<file path="config.mk">
export PLATFORM = sky130hd
export DESIGN_NAME = multi_op_reg_file_flat
export DESIGN_NICKNAME = d
export VERILOG_FILES = /design/src/rtl/multi_op_reg_file_if.sv /design/src/rtl/multi_op_reg_file.sv /design/src/flat_wrapper.sv
export SDC_FILE = /design/constraint.sdc
export NUM_CORES = 1
export LEC_CHECK = 0
export ABC_AREA = 0
export CAP_MARGIN = 20
export CORE_UTILIZATION = 45
export CTS_CLUSTER_DIAMETER = 150
export DETAILED_ROUTE_END_ITERATION = 10
export GPL_TIMING_DRIVEN = 1
export SYNTH_ARGS = -nofsm -noshare
export SYNTH_HDL_FRONTEND = slang
export SYNTH_SLANG_ARGS = --single-unit
</file>
<file path="constraint.sdc">
create_clock -name clk -period 2.5 [get_ports clk]
set_input_delay 0.5 -clock clk [delete_from_list [all_inputs] [get_ports clk]]
set_output_delay 0.5 -clock clk [all_outputs]
set_load 0.02 [all_outputs]
</file>
<file path="src/rtl/multi_op_reg_file_if.sv">
`default_nettype none
// ============================================================================
// Module      : multi_op_reg_file_if
// Description : Bus bundle for multi_op_reg_file: load data, per-register
//               operation select and enables, two read selects, two read
//               data ports and the wrap status flag.
// Revision    : 1.0 - initial parametrised release
// ============================================================================
interface multi_op_reg_file_if #(
    parameter int WIDTH = 8,
    parameter int NR    = 4,
    parameter int NT    = 4
);
    // Read select width covers every T and R register; never narrower than 1
    localparam int SEL_W = ($clog2(NT + NR) < 1) ? 1 : $clog2(NT + NR);

    logic [WIDTH-1:0] I;
    logic [2:0]       FunSel;
    logic [NR-1:0]    RSel;
    logic [NT-1:0]    TSel;
    logic [SEL_W-1:0] O1Sel;
    logic [SEL_W-1:0] O2Sel;
    logic [WIDTH-1:0] O1;
    logic [WIDTH-1:0] O2;
    logic             wrap;

    // Datapath side: drives operation and selects, observes read data
    modport master (
        output I, FunSel, RSel, TSel, O1Sel, O2Sel,
        input  O1, O2, wrap
    );

    // Register file side
    modport slave (
        input  I, FunSel, RSel, TSel, O1Sel, O2Sel,
        output O1, O2, wrap
    );
endinterface
`default_nettype wire

</file>
<file path="src/rtl/multi_op_reg_file.sv">
`default_nettype none
// ============================================================================
// Module      : multi_op_reg_file
// Description : NT temporary + NR general registers, WIDTH bits each. One
//               operation (FunSel) per clock is applied independently to
//               every enabled register; two combinational read ports; a
//               registered wrap flag reports inc/dec wrap-around.
//               Register index map: 0..NT-1 = T1..T(NT), NT.. = R1..R(NR).
//               WIDTH must be at least 2.
// Revision    : 1.0 - initial parametrised release
// ============================================================================
module multi_op_reg_file #(
    parameter int WIDTH = 8,
    parameter int NR    = 4,
    parameter int NT    = 4
) (
    input  logic                clk,
    input  logic                rst_n,
    multi_op_reg_file_if.slave  bus
);
    localparam int NREG  = NR + NT;
    localparam int SEL_W = ($clog2(NT + NR) < 1) ? 1 : $clog2(NT + NR);

    localparam logic [2:0] OP_HOLD  = 3'b000;
    localparam logic [2:0] OP_LOAD  = 3'b001;
    localparam logic [2:0] OP_CLEAR = 3'b010;
    localparam logic [2:0] OP_INC   = 3'b011;
    localparam logic [2:0] OP_DEC   = 3'b100;
    localparam logic [2:0] OP_SHL   = 3'b101;
    localparam logic [2:0] OP_SHR   = 3'b110;
    localparam logic [2:0] OP_ROL   = 3'b111;

    localparam logic [WIDTH-1:0] ONE = {{(WIDTH-1){1'b0}}, 1'b1};

    logic [WIDTH-1:0] regs_q [NREG];
    logic [WIDTH-1:0] regs_d [NREG];
    logic             wrap_q;
    logic             wrap_d;
    logic [NREG-1:0]  en;
    logic [WIDTH-1:0] o1;
    logic [WIDTH-1:0] o2;

    // Enable bit k lines up with register index k (T first, then R)
    assign en = {bus.RSel, bus.TSel};

    // Next-state for every register plus the wrap detection across enabled ones
    always_comb begin
        wrap_d = 1'b0;
        for (int i = 0; i < NREG; i++) begin
            regs_d[i] = regs_q[i];
            if (en[i]) begin
                case (bus.FunSel)
                    OP_HOLD:  regs_d[i] = regs_q[i];
                    OP_LOAD:  regs_d[i] = bus.I;
                    OP_CLEAR: regs_d[i] = '0;
                    OP_INC: begin
                        regs_d[i] = regs_q[i] + ONE;
                        if (&regs_q[i]) wrap_d = 1'b1;
                    end
                    OP_DEC: begin
                        regs_d[i] = regs_q[i] - ONE;
                        if (~|regs_q[i]) wrap_d = 1'b1;
                    end
                    OP_SHL:   regs_d[i] = {regs_q[i][WIDTH-2:0], 1'b0};
                    OP_SHR:   regs_d[i] = {1'b0, regs_q[i][WIDTH-1:1]};
                    OP_ROL:   regs_d[i] = {regs_q[i][WIDTH-2:0], regs_q[i][WIDTH-1]};
                    default:  regs_d[i] = regs_q[i];
                endcase
            end
        end
    end

    // State registers; asynchronous reset clears everything including wrap
    always_ff @(posedge clk or negedge rst_n) begin
        if (!rst_n) begin
            for (int i = 0; i < NREG; i++) begin
                regs_q[i] <= '0;
            end
            wrap_q <= 1'b0;
        end else begin
            for (int i = 0; i < NREG; i++) begin
                regs_q[i] <= regs_d[i];
            end
            wrap_q <= wrap_d;
        end
    end

    // Read ports: decoded select, out-of-range indices fall through to zero
    always_comb begin
        o1 = '0;
        o2 = '0;
        for (int i = 0; i < NREG; i++) begin
            if (bus.O1Sel == SEL_W'(i)) o1 = regs_q[i];
            if (bus.O2Sel == SEL_W'(i)) o2 = regs_q[i];
        end
    end

    assign bus.O1   = o1;
    assign bus.O2   = o2;
    assign bus.wrap = wrap_q;

endmodule
`default_nettype wire

</file>
<file path="src/flat_wrapper.sv">
// flat-port wrapper written by rule: the top's interface ports become plain ports
module multi_op_reg_file_flat 
#(
    parameter int WIDTH = 8,
    parameter int NR    = 4,
    parameter int NT    = 4
)
  (clk, rst_n, bus_I, bus_FunSel, bus_RSel, bus_TSel, bus_O1Sel, bus_O2Sel, bus_O1, bus_O2, bus_wrap);
  multi_op_reg_file_if #(.WIDTH(WIDTH), .NR(NR), .NT(NT)) bus_i ();
  input  logic clk;
  input  logic rst_n;
  input wire logic [$bits(bus_i.I)-1:0] bus_I;
  input wire logic [$bits(bus_i.FunSel)-1:0] bus_FunSel;
  input wire logic [$bits(bus_i.RSel)-1:0] bus_RSel;
  input wire logic [$bits(bus_i.TSel)-1:0] bus_TSel;
  input wire logic [$bits(bus_i.O1Sel)-1:0] bus_O1Sel;
  input wire logic [$bits(bus_i.O2Sel)-1:0] bus_O2Sel;
  output wire logic [$bits(bus_i.O1)-1:0] bus_O1;
  output wire logic [$bits(bus_i.O2)-1:0] bus_O2;
  output wire logic [$bits(bus_i.wrap)-1:0] bus_wrap;
  assign bus_i.I = bus_I;
  assign bus_i.FunSel = bus_FunSel;
  assign bus_i.RSel = bus_RSel;
  assign bus_i.TSel = bus_TSel;
  assign bus_i.O1Sel = bus_O1Sel;
  assign bus_i.O2Sel = bus_O2Sel;
  assign bus_O1 = bus_i.O1;
  assign bus_O2 = bus_i.O2;
  assign bus_wrap = bus_i.wrap;
  multi_op_reg_file #(.WIDTH(WIDTH), .NR(NR), .NT(NT)) u_core (.clk(clk), .rst_n(rst_n), .bus(bus_i));
endmodule
</file>
==> impl_results.md, run 1 <==
* Flop and latch count out of synthesis at 65
* Mapped Cells at 945
* Layout cells sized above 1 at 28.6%
* Clk sinks at 65
* Die X-Extent at 131 µm
* Post-Place Cells at 1327
* Async set or reset register ratio after synthesis at 100%
* # DRC at 0
* Period utilization at 97.6%
* Max-slew violations at 0
* Gr ovfl total at 0
* Post-route insts no fill at 1370
* WP data arrival at 2.67 ns
* Area grow syn2layout at 38.9%
* Top post-synthesis cells by area: dfrtp_1, ha_1, a22o_1
* Worst hold path class: in -> async
* Largest net degree at the start of global routing at 62
* Reg power frac at 27.4%
* CTS Root Buffer Type: clkbuf_16
* Synth Flop Type: dfrtp_1
* Startpoint Class: input pin
* Synth Area per Inst at 7.87 µm²
* Register area share after synthesis at 21.9%
* Synth cell types at 56
* Clk_lat worst skew at 0.35 ns
* Synthesized net count at 1028
* Final wirelength at 29800 µm
* Rows at 46
* Die H at 131 µm
* 1st-iter DRT viols at 907
* Worst-Margin Slew at 0.799 ns
* Fillcell total at 1445
* RSZ-0062 raised after global routing: true
* Hold Fails Final Rpt at 0
* Combinational share of power at 49.7%
* Warning count from the yosys run at 0
* Crit path max fanout at 5
* Gr usage total at 35.5%
* WL per Instance at 21.8 µm
* Internal Pwr Total at 3.64 mW
* NetSw at 2.48 mW
* DP HPWL at 21300 µm
* Critical path required time at 2.73 ns
* DR vias at 8515
* H-tree Lvls at 3
* CP Class: in -> reg
* Final ANT Viol Nets at 0
* Number of port buffers at 43
* Clock buffer count from CTS at 9
* Placed instance area at 9460 µm²
* Final min period at 2.44 ns
* Design Area, Final at 10300 µm²
* Clock Skew at 0.00921 ns
* Status: completed
* Top cell type's share of synthesized area at 21.9%
* Starting density of the core at 46.5%
* Avg Vias per Cell at 6.22
* Post-synth EDFFs at 0
* Worst relative slew slack at 46.7%
* Number of diodes at 0
* Clk buf depth at 2
* Nets at 1232
* FMAX at 0.410 GHz
* CTS tree: done
* Initial antenna violation count at 0
* Number of global-route vias before repair at 7824
* Core Area at 16000 µm²
* Die area at 17100 µm²
* Setup violations, final at 0
* Sw Ratio at 40.5%
* Power per cell area at 592 nW/µm²
* First-pass GRT wire length at 44700 µm
* Footprint of the multi-input gates at 5740 µm²
* Area leader, netlist: dfrtp_1
* Clock share of power at 22.9%
* Clk slew on worst S/H paths at 0.06 ns
* GP Congestion at 0.977
* Max IR drop VDD at 374 µV
* Maxcap violations at 0
* IO Pins at 44
* Worst Setup End Kind: flip-flop
* Lkg Pwr at 4.53 nW
* Register area at 1630 µm²
* Mapped Area at 7440 µm²
* DR pass1 iterations at 6
-- layout make-up --
cell class	instances	share of cell area [%]
clock buffers	10	2.22
clock inverters	6	0.799
inverters	30	1.09
multi-input cells	782	55.5
flip-flops and latches	65	15.7
well taps	216	2.62
repair buffers	261	22.0
-- through the flow --
step	setup WS [ns]	util, %	hold slack, ns	TNS [ns]	total power, mW
2_1_floorplan	-0.120	-	0.204	-0.724	3.22
3_3_place_gp	-0.744	59.1	0.549	-32.03	4.48
3_5_place_dp	-0.662	59.1	0.541	-33.25	4.50
4_1_cts	0.00144	63.0	0.174	0	5.94
5_1_grt	-0.0447	64.6	0.208	-0.167	6.45
6_report	0.0607	64.6	0.159	0	6.12
-- cell usage after synthesis (all sizes together), types with 2 or more instances --
cell     instances
o31ai            8
xnor2           40
fa               8
a221oi          24
nand3           25
a32o             7
a31oi            3
a22oi            8
ha              48
nand2          113
a22o            54
buf             35
mux2i           32
nand4           12
nor2b           17
o22ai            8
nand2b          11
a21oi           78
a211oi           8
clkbuf          33
o21a            10
inv             30
nand4b           4
nor2            64
o221ai           9
dfrtp           65
and3             2
and2            15
o211ai          13
a2bb2oi          7
mux2             2
nor3            27
nor4            10
a222oi           8
o21ai           89
o41ai           10
-- critical path, cell delays in order --
cell and delay, ns:
buf_2 0.12, nor3_4 0.20, buf_4 0.14, buf_6 0.13, buf_4 0.14, ha_4 0.20, a21oi_4 0.14, o211ai_1 0.14
buf_4 0.16, o41ai_4 0.32, mux2i_1 0.24, a32o_2 0.19, a2bb2oi_2 0.05
-- cells by family (layout without fill, tap and decap cells) --
kind of cell	Yosys count	in the layout	synth area share [%]
AOI/OAI and AO/OA	348	348	33.6
and+or+nand+nor	303	303	19.0
buffers and inverters	98	307	5.62
DFF	65	65	21.9
adders and majority gates	56	56	10.2
xor gates and xnor gates	40	40	4.71
muxes	35	35	4.91
-- power by group through the flow --
stage / Sequential [mW] / Combinational (mW) / Clock (mW)
global route: 1.69 / 3.32 / 1.44
floorplan: 1.54 / 1.68 / 0
global placement: 1.66 / 2.83 / 0
detailed placement: 1.65 / 2.85 / 0
CTS: 1.64 / 2.91 / 1.39
finish: 1.68 / 3.04 / 1.40
-- metal layers --
layer | wire length [µm] | up-vias | GRT usage, %
li1 | - | 3972 | -
met1 | 12800 | 4004 | 49.5
met2 | 12700 | 473 | 52.3
met3 | 3280 | 66 | 9.73
met4 | 1080 | 0 | 13.2
met5 | 0 | - | 0
-- placed cells by master (no fill, tap or decap), types with 11 or more instances in the layout --
cell type        instances
nor2_1                  62
o21ai_1                 20
xnor2_1                 40
buf_4                  193
mux2i_1                 28
ha_1                    30
o211ai_1                11
ha_4                    16
and2_1                  12
nand2_1                111
o21ai_0                 69
a221oi_1                23
a22o_1                  54
nand2b_1                11
dfrtp_1                 65
clkbuf_16               11
nand4_1                 12
clkdlybuf4s50_1         17
nand3_1                 25
a21oi_1                 70
buf_12                  12
nor3_1                  22
nor2b_1                 13
inv_1                   29
-- registers in the layout, summed over array words and instances, names as in the netlist --
| signal | flops |
|---|---|
| u_core.bus.wrap | 1 |
| u_core.regs_q | 64 |
-- worst paths after layout --
check	slack, ns	end	cells past startpoint	start
setup / recovery	0.06	u_core.regs_q[23]$_DFFE_PN0P_	13	bus_FunSel[0]
hold / removal	0.16	u_core.regs_q[6]$_DFFE_PN0P_	1	rst_n
setup reg to reg	0.27	u_core.regs_q[39]$_DFFE_PN0P_	7	u_core.regs_q[33]$_DFFE_PN0P_
hold reg to reg	0.68	u_core.regs_q[9]$_DFFE_PN0P_	2	u_core.regs_q[9]$_DFFE_PN0P_
max in group asynchronous	1.63	u_core.regs_q[34]$_DFFE_PN0P_	2	rst_n
min in group clk	0.68	u_core.regs_q[9]$_DFFE_PN0P_	2	u_core.regs_q[9]$_DFFE_PN0P_
-- timing repair --
action,4_1_cts,5_1_grt
gates cloned,3,2
resized for setup,108,50
pin swaps,16,18
buffers inserted,15,9
hold buffers,0,0
endpoints found under the setup margin,51,35
No activity file was read; power rests on OpenSTA's default activity.
==> run 2, diff against run 1 <==
--- a/config.mk
+++ b/config.mk
@@ -6,7 +6,6 @@
 export NUM_CORES = 1
 export LEC_CHECK = 0
 export ABC_AREA = 0
-export CAP_MARGIN = 20
 export CORE_UTILIZATION = 45
 export CTS_CLUSTER_DIAMETER = 150
 export DETAILED_ROUTE_END_ITERATION = 10
==> results of run 2 <==
Same layout as run 1: the final DEF is identical, and so are final timing and power.
==> run 3, diff against run 2 <==
--- a/config.mk
+++ b/config.mk
@@ -10,6 +10,7 @@
 export CTS_CLUSTER_DIAMETER = 150
 export DETAILED_ROUTE_END_ITERATION = 10
 export GPL_TIMING_DRIVEN = 1
+export RECOVER_POWER = 25
 export SYNTH_ARGS = -nofsm -noshare
 export SYNTH_HDL_FRONTEND = slang
 export SYNTH_SLANG_ARGS = --single-unit
==> run 3 against run 2 <==
  * Register-to-register slack barely moved
  * Power about the same
  * First-iteration DRC count shrank 7.3%
  * Clock skew decreased by 0.0015 ns
  * Via count is essentially flat
  * Clock power about the same
==> impl_results.md, run 3 (synthesis gave the netlist of run 1 again) <==
* Sw Ratio at 40.5%
* Die area at 17100 µm²
* Avg Vias per Cell at 6.22
* Clock buffer count from CTS at 9
* Most common cell after layout, fill and taps aside: buf_4
* FMAX at 0.412 GHz
* 1st-iter DRT viols at 841
* DR vias at 8516
* First-pass GRT wire length at 44700 µm
* Maxcap violations at 0
* Final wirelength at 29800 µm
* IO Pins at 44
* H-tree Lvls at 3
* Max reg flops at 64
* Startpoint Class: input pin
* Internal Pwr Total at 3.64 mW
* GP Congestion at 0.977
* Worst relative slew slack at 4.82%
* Gr ovfl total at 0
* Crit path max fanout at 5
* Area grow syn2layout at 38.7%
* Nets at 1232
* Power per cell area at 593 nW/µm²
* Number of diodes at 0
* Min Hold Slack at 0.467 ns
* Placed instance area at 9460 µm²
* Max IR drop VDD at 376 µV
* Combinational share of power at 49.6%
* Clk_lat worst skew at 0.35 ns
* Die X-Extent at 131 µm
* Starting density of the core at 46.5%
* Overall power at 6.12 mW
* Clock share of power at 23.0%
* Worst-Margin Slew at 1.43 ns
* Critical path required time at 2.74 ns
* Initial antenna violation count at 0
* Footprint of the multi-input gates at 5740 µm²
* Reg power frac at 27.4%
* Core Area at 16000 µm²
* Clk buf depth at 2
* Worst Setup End Kind: flip-flop
* CTS Root Buffer Type: clkbuf_16
* Largest net degree at the start of global routing at 62
* Period utilization at 97.2%
* CP Class: in -> reg
* Fillcell total at 1447
* WP data arrival at 2.67 ns
* Max-slew violations at 0
* Clk sinks at 65
* Commonest cells after routing, fill and taps aside: buf_4, nand2_1, a21oi_1
* Final min period at 2.43 ns
* Register area at 1630 µm²
* CTS tree: done
* Clock Skew at 0.00767 ns
* Final ANT Viol Nets at 0
* DR pass1 iterations at 6
* Clk slew on worst S/H paths at 0.06 ns
* Number of port buffers at 43
* Worst setup margin at 0.0703 ns
* Layout cells sized above 1 at 28.5%
* # DRC at 0
* Gr usage total at 35.5%
* Status: completed
* DP HPWL at 21300 µm
* Largest Register: u_core.regs_q
* WL per Instance at 21.8 µm
* Pre-CTS setup slack at -0.662 ns
* Number of global-route vias before repair at 7824
* Die H at 131 µm
* Worst hold path class: in -> async
* Design Area, Final at 10300 µm²
* RSZ-0062 raised after global routing: true
* Hold Fails Final Rpt at 0
* Hold_buf cts at 0
* Setup violations, final at 0
* Rows at 46
* Lkg Pwr at 4.52 nW
* NetSw at 2.48 mW
run 3: changes by cell type in the layout (fill, tap and decap cells not counted), sizes merged:
cell    before  now
buf        227  225
clkbuf      18   20
run 3: final cells by class:
type	instances	area share (%)
clock buffers	10	2.22
flip-flops and latches	65	15.8
well taps	216	2.62
multi-input cells	782	55.6
inverters	30	1.09
clock inverters	6	0.800
repair buffers	261	21.9
run 3: worst paths after layout:
check	start	to	slack (ns)	cells past startpoint
setup / recovery	bus_FunSel[0]	u_core.regs_q[23]$_DFFE_PN0P_	0.07	13
min in group clk	u_core.regs_q[22]$_DFFE_PN0P_	u_core.regs_q[22]$_DFFE_PN0P_	0.68	3
hold / removal	rst_n	u_core.regs_q[6]$_DFFE_PN0P_	0.47	1
max in group asynchronous	rst_n	u_core.regs_q[49]$_DFFE_PN0P_	0.53	2
hold reg to reg	u_core.regs_q[22]$_DFFE_PN0P_	u_core.regs_q[22]$_DFFE_PN0P_	0.68	3
setup reg to reg	u_core.regs_q[36]$_DFFE_PN0P_	u_core.regs_q[39]$_DFFE_PN0P_	0.26	8
run 3: power by group through the flow:
stage                     registers, mW  logic [mW]  clock network (mW)
final                              1.68        3.03                1.40
after floorplan                    1.54        1.68                   0
after detailed placement           1.65        2.85                   0
after CTS                          1.64        2.91                1.39
after global routing               1.69        3.31                1.44
after global placement             1.66        2.83                   0
run 3: critical path, cell delays in order:
cell,delay [ns]
buf_2,0.12
nor3_4,0.20
buf_4,0.14
buf_6,0.13
buf_4,0.15
ha_4,0.20
a21oi_4,0.14
o211ai_1,0.14
buf_4,0.16
o41ai_4,0.31
mux2i_1,0.24
a32o_2,0.19
a2bb2oi_2,0.05
run 3: per-layer routing:
metal  global-route usage (%)  routed length (µm)
met1                     49.5               12600
met2                     52.3               12600
met3                     9.73                3550
met4                     13.2                1080
met5                        0                   0
run 3: metrics by stage:
stage | TNS (ns) | instances | util, %
global placement | -32.03 | 1327 | 59.1
finish | 0 | 1370 | 64.5
CTS | 0 | 1361 | 63.0
floorplan | -0.724 | 945 | -
detailed placement | -33.25 | 1327 | 59.1
global route | -0.167 | 1370 | 64.5
run 3: repair_timing:
action / CTS / global route
buffers inserted: 15 / 9
cloned: 3 / 2
gates resized for setup: 108 / 50
setup endpoints to repair: 51 / 35
endpoints found under the hold margin: 0 / 0
pin swaps: 16 / 18
